$ cat src/rtl/cache_dma_responder.sv
// rtl/cache_dma_responder.sv - cache line fill / dirty writeback engine
// Serialises one line at a time over a single-word memory port, evictions first.
module cache_dma_responder #(
   parameter int BLOCK_BITS = 512,
   parameter int WORD_BITS  = 32,
   parameter int ADDR_BITS  = 32
) (
   input  logic                  clk_i,
   input  logic                  rst_i,
   input  logic                  req_i,
   input  logic [ADDR_BITS-1:0]  req_addr_i,
   output logic [BLOCK_BITS-1:0] fill_data_o,
   output logic [ADDR_BITS-1:0]  fill_addr_o,
   output logic                  fill_valid_o,
   input  logic                  evict_i,
   input  logic [ADDR_BITS-1:0]  evict_addr_i,
   input  logic [BLOCK_BITS-1:0] evict_data_i,
   output logic                  evict_ack_o,
   output logic [ADDR_BITS-1:0]  mem_addr_o,
   output logic                  mem_rd_o,
   output logic                  mem_wr_o,
   output logic [WORD_BITS-1:0]  mem_wdata_o,
   input  logic [WORD_BITS-1:0]  mem_rdata_i,
   output logic                  busy_o
);

   localparam int WORDS     = BLOCK_BITS / WORD_BITS;
   localparam int CNT_BITS  = $clog2(WORDS);
   localparam int BYTE_BITS = $clog2(WORD_BITS / 8);
   localparam int OFFS      = CNT_BITS + BYTE_BITS;
   localparam int LINE_BITS = ADDR_BITS - OFFS;
   localparam logic [CNT_BITS-1:0] LAST = CNT_BITS'(WORDS - 1);

   typedef enum logic [2:0] {IDLE, WB, WB_ACK, RD, RD_DRAIN, FILL_RSP} state_t;

   state_t               state, state_next;
   logic [CNT_BITS-1:0]  cnt, cnt_next, prev_cnt;
   logic [LINE_BITS-1:0] line_addr;
   logic [WORD_BITS-1:0] words [WORDS];
   logic                 accept_evict, accept_req;
   logic                 unused_offset_bits;

   assign unused_offset_bits = ^{req_addr_i[OFFS-1:0], evict_addr_i[OFFS-1:0]};
   assign prev_cnt = cnt - 1'b1;

   always_comb begin
      state_next   = state;
      cnt_next     = '0;
      accept_evict = 1'b0;
      accept_req   = 1'b0;
      mem_rd_o     = 1'b0;
      mem_wr_o     = 1'b0;
      mem_addr_o   = '0;
      mem_wdata_o  = '0;
      fill_valid_o = 1'b0;
      evict_ack_o  = 1'b0;
      busy_o       = (state != IDLE);
      case (state)
         IDLE: begin
            if (evict_i) begin
               accept_evict = 1'b1;
               state_next   = WB;
            end else if (req_i) begin
               accept_req = 1'b1;
               state_next = RD;
            end
         end
         WB: begin
            mem_wr_o    = 1'b1;
            mem_addr_o  = {line_addr, cnt, {BYTE_BITS{1'b0}}};
            mem_wdata_o = words[cnt];
            if (cnt == LAST) state_next = WB_ACK;
            else             cnt_next   = cnt + 1'b1;
         end
         WB_ACK: begin
            evict_ack_o = 1'b1;
            state_next  = IDLE;
         end
         RD: begin
            mem_rd_o   = 1'b1;
            mem_addr_o = {line_addr, cnt, {BYTE_BITS{1'b0}}};
            if (cnt == LAST) state_next = RD_DRAIN;
            else             cnt_next   = cnt + 1'b1;
         end
         RD_DRAIN: state_next = FILL_RSP;
         FILL_RSP: begin
            fill_valid_o = 1'b1;
            state_next   = IDLE;
         end
         default: state_next = IDLE;
      endcase
   end

   always_ff @(posedge clk_i) begin
      if (rst_i) begin
         state <= IDLE;
         cnt   <= '0;
      end else begin
         state <= state_next;
         cnt   <= cnt_next;
      end
   end

   // Read data trails its strobe by one cycle, so RD cycle k lands word k-1.
   always_ff @(posedge clk_i) begin
      if (accept_evict) begin
         for (int i = 0; i < WORDS; i++) words[i] <= evict_data_i[WORD_BITS*i +: WORD_BITS];
      end
      if (state == RD && cnt != '0) words[prev_cnt] <= mem_rdata_i;
   end

   always_ff @(posedge clk_i) begin
      if (rst_i) begin
         line_addr   <= '0;
         fill_data_o <= '0;
         fill_addr_o <= '0;
      end else begin
         if (accept_evict) line_addr <= evict_addr_i[ADDR_BITS-1:OFFS];
         else if (accept_req) line_addr <= req_addr_i[ADDR_BITS-1:OFFS];
         if (state == RD_DRAIN) begin
            for (int i = 0; i < WORDS - 1; i++) fill_data_o[WORD_BITS*i +: WORD_BITS] <= words[i];
            fill_data_o[WORD_BITS*(WORDS-1) +: WORD_BITS] <= mem_rdata_i;
            fill_addr_o <= {line_addr, {OFFS{1'b0}}};
         end
      end
   end

endmodule

$ cat config.mk
export PLATFORM = sky130hd
export DESIGN_NAME = cache_dma_responder
export DESIGN_NICKNAME = d
export VERILOG_FILES = /design/src/rtl/cache_dma_responder.sv
export SDC_FILE = /design/constraint.sdc
export NUM_CORES = 2
export LEC_CHECK = 0
export ABC_AREA = 1
export BUFFER_PORTS_ARGS = -buffer_cell sky130_fd_sc_hd__buf_4
export CAP_MARGIN = 10
export CORE_AREA = 2 2 482 484
export DETAILED_ROUTE_END_ITERATION = 16
export DIE_AREA = 0 0 484 486
export MAX_ROUTING_LAYER = met4
export SYNTH_ARGS = -nofsm -noshare
export SYNTH_HDL_FRONTEND = slang
export SYNTH_SLANG_ARGS = --single-unit
$ cat constraint.sdc
create_clock -name clk_i -period 5.15 [get_ports clk_i]
set_input_delay 1.2875 -clock clk_i [delete_from_list [all_inputs] [get_ports clk_i]]
set_output_delay 1.2875 -clock clk_i [all_outputs]
set_load 0.05 [all_outputs]
==> impl_results.md <==
- Net Sw Power: 18.1 mW
- Total CTS buffers: 133
- Vias per cell: 4.73
- Wirelength, routed: 322 mm
- Clock Power Share: 25.2%
- Row count: 176
- CTS tree: built
- Synth Area in Adders: 0.157%
- Layout cell share with drive strength beyond 1: 21.6%
- Yosys cell types: 25
- Synthesized flop and latch total: 1083
- Skew-Pair Late Insertion Delay: 0.80 ns
- Post-synthesis compound-gate area fraction: 11.2%
- Core area: 229000 um^2
- H-tree Lvls: 4
- First-pass GRT wire length: 418 mm
- Pin count of the biggest net entering global routing: 160
- Clock Tree Buf Depth: 3
- Int Power: 21.2 mW
- RSZ-0062 raised after global routing: no
- Mux cell area share after synthesis: 0%
- CP endpoint kind: output port
- Final hold viol count: 0
- Antenna violations before repair: 71
- Status: completed
- Slew HR: 16.0%
- Fin. max-slew vios: 0
- Worst path required time: 3.86 ns
- Final setup vio count: 0
- Fmax: 200 MHz
- Starting density of the core: 20.8%
- Residual DRC: 0
- Sequential share of the synthesized area: 56.1%
- Fin nets: 7756
- Worst setup SP type: flop
- Synth warn: 0
- Simple-gate area share of the yosys netlist: 24.5%
- Post-DP HPWL: 238 mm
- LEAKAGE: 29.7 nW
- TNS Setup: 0 ns
- Clock root cell: clkbuf_16
- Crit-path cells: inv_6, buf_12, nand3_1, nand2_1, nand2_1, nand2_1, inv_1, a21oi_2, buf_4
- Maximum VDD drop: 0.339 mV
- Post-Syn Instances: 6149
- Synth Area in XOR/XNOR: 0.107%
- Chip Width: 484 um
- Initial DRC count: 6007
- Clock Pin Slew Worst Setup and Hold Paths: 0.07 ns
- Min Tclk post-route: 5.00 ns
- Min-Delay Path Class: flop to flop
- Worst Path Class, Setup: flop to output port
- Pin slew with the least headroom to its limit: 1.26 ns
- Full die area: 235000 um^2
- Sequential power share: 33.2%
- Comb power frac: 41.5%
- Critical Path AT: 3.72 ns
- Pwr dens: 610 nW/um^2
- Slowest CP cell: inv_6
- Worst-path fanout max: 46
- # IOs: 1225
- CP most frequent cell: nand2_1
- Post-synth top area cell: edfxtp_1
- IO buf count: 1204
- Routed Antenna Nets: 0
- Post-Syn Area: 47700 um^2
- Grt ovf: 0
- Period utilization: 97.2%
- Mapped Avg Cell Area: 7.77 um^2
- Hold-fix buffers, CTS: 0
- # Max-Cap Violations: 0
- First drt pass iteration count: 8
- Via count: 48834
- Worst hold slack: 0.474 ns
- WL per Instance: 31.2 um
- Clk_skew: 0.0503 ns
- Sink Count: 1083
- Slowest stage delay, CP: 0.47 ns
- GRT Overall Usage: 27.1%
- Ranking of synthesized cells by area: edfxtp_1 32%, dfxtp_1 24%, nand2_1 18%
- Register-to-register setup slack: 0.96 ns
- Area share of the largest cell type after synthesis: 32.2%
- Largest family of logic cells by synthesized area: simple AND/OR/NAND/NOR gates
- Vias in the first global route: 45847
- Die height: 486 um
- Sw Share: 46.0%
- Placer congestion estimate: 1.03
- Area grow syn2layout: 35.1%
## power by group through the flow
stage	clock [mW]	sequential (mW)	combinational, mW
floorplan	0	17.0	4.87
global placement	0	13.1	16.1
detailed placement	0	13.2	16.2
CTS	10.1	13.0	16.3
global route	10.4	13.3	17.0
finish	9.93	13.1	16.3
## worst paths after layout
kind	to	depth (start not counted)	start
min reg2reg	fill_addr_o[28]$_SDFFE_PP0N_	2	line_addr[22]$_SDFFE_PP0P_
max	mem_wdata_o[15]	9	cnt[1]$_SDFF_PP0_
min	fill_addr_o[28]$_SDFFE_PP0N_	2	line_addr[22]$_SDFFE_PP0P_
max reg2reg	words[3][28]$_DFFE_PP_	12	cnt[0]$_SDFF_PP0_
## cells by family after synthesis
| group | Yosys count |
|---|---|
| and+or+nand+nor | 3027 |
| DFF | 1083 |
| AOI/OAI and AO/OA | 1064 |
| buffers and inverters | 963 |
| adders and majority gates | 6 |
| xor gates and xnor gates | 5 |
| other | 1 |
## metal layers
| metal | up-vias | track usage [%] | share of wire, % |
|---|---|---|---|
| met3 | 611 | 7.77 | 11 |
| met2 | 3163 | 40.6 | 44 |
| met4 | 0 | 13.2 | 5.4 |
| li1 | 21591 | - | - |
| met5 | - | - | 0 |
| met1 | 23469 | 33.4 | 40 |
## metrics by stage
step	utilization [%]	instance area (um^2)	setup slack (ns)	total power, mW	instances
2_1_floorplan	-	47800	1.73	21.9	6156
5_1_grt	28.1	64500	0.0772	40.7	10305
3_5_place_dp	26.1	59800	0.541	29.4	10024
4_1_cts	28.1	64400	0.0789	39.4	10274
6_report	28.1	64500	0.146	39.3	10317
3_3_place_gp	26.1	59800	0.505	29.3	10024
## registers in the layout, indices dropped and copies added, names as in the netlist
signal,flops
fill_addr_o,26
fill_data_o,512
words,512
state,3
line_addr,26
cnt,4
## cell usage in the layout (no fill, tap or decap), types with 2 or more instances in the layout
cell type | Yosys | final
clkinvlp_4 | 0 | 4
inv_1 | 485 | 484
xor2_1 | 3 | 3
buf_4 | 8 | 1296
a21oi_1 | 471 | 469
o21ai_0 | 564 | 564
clkinv_4 | 0 | 4
dfxtp_1 | 571 | 568
nor2_2 | 0 | 15
edfxtp_1 | 512 | 512
nor2_1 | 504 | 486
clkinv_1 | 1 | 6
clkbuf_16 | 0 | 137
clkinv_8 | 0 | 4
clkinv_2 | 0 | 19
dfxtp_4 | 0 | 2
inv_2 | 10 | 8
nor2_4 | 0 | 3
diode_2 | 0 | 43
ha_1 | 6 | 6
conb_1 | 1 | 8
or2_2 | 2 | 2
buf_12 | 0 | 17
clkbuf_8 | 0 | 16
bufinv_16 | 0 | 13
inv_8 | 0 | 3
o22ai_1 | 26 | 26
inv_6 | 0 | 9
nand2_1 | 2257 | 2252
o21ai_1 | 3 | 3
nand3_1 | 259 | 259
nor3_1 | 3 | 3
clkbuf_1 | 355 | 33
nand2_2 | 0 | 4
## synthesized netlist by cell type
| library cell | number |
|---|---|
| inv_1 | 485 |
| buf_2 | 85 |
| a21oi_1 | 471 |
| o21ai_1 | 3 |
| o22ai_1 | 26 |
| xnor2_2 | 1 |
| buf_1 | 19 |
| nor3_1 | 3 |
| edfxtp_1 | 512 |
| dfxtp_1 | 571 |
| nand4_1 | 1 |
| xnor2_1 | 1 |
| inv_2 | 10 |
| conb_1 | 1 |
| nand3_1 | 259 |
| xor2_1 | 3 |
| clkbuf_1 | 355 |
| ha_1 | 6 |
| nand3_2 | 1 |
| nand2_1 | 2257 |
| buf_4 | 8 |
| clkinv_1 | 1 |
| o21ai_0 | 564 |
| nor2_1 | 504 |
| or2_2 | 2 |
## worst max-delay path: cells and delay by family, from the launching register on
kind	cells	cell delay (ns)
buffers and inverters	4	1.17
AND/OR/NAND/NOR	4	0.83
flip-flops	1	0.46
AO/OA/AOI/OAI	1	0.34
## what timing repair did
item                       4_1_cts  5_1_grt
setup endpoints to repair       11        0
resized for setup                2        0
setup buffers                    5        0
## cell type report
cell class                      instances  area [um^2]
Tap cell                             3026         3790
Clock inverter                         59          731
Antenna cell                           43          108
Timing Repair Buffer                 1314        10100
Fill cell                           24894       165000
Clock buffer                          186         3770
Multi-Input combinational cell       4110        17300
Sequential cell                      1083        26800
Inverter                              496         1890
No activity file was read; power rests on OpenSTA's default activity.
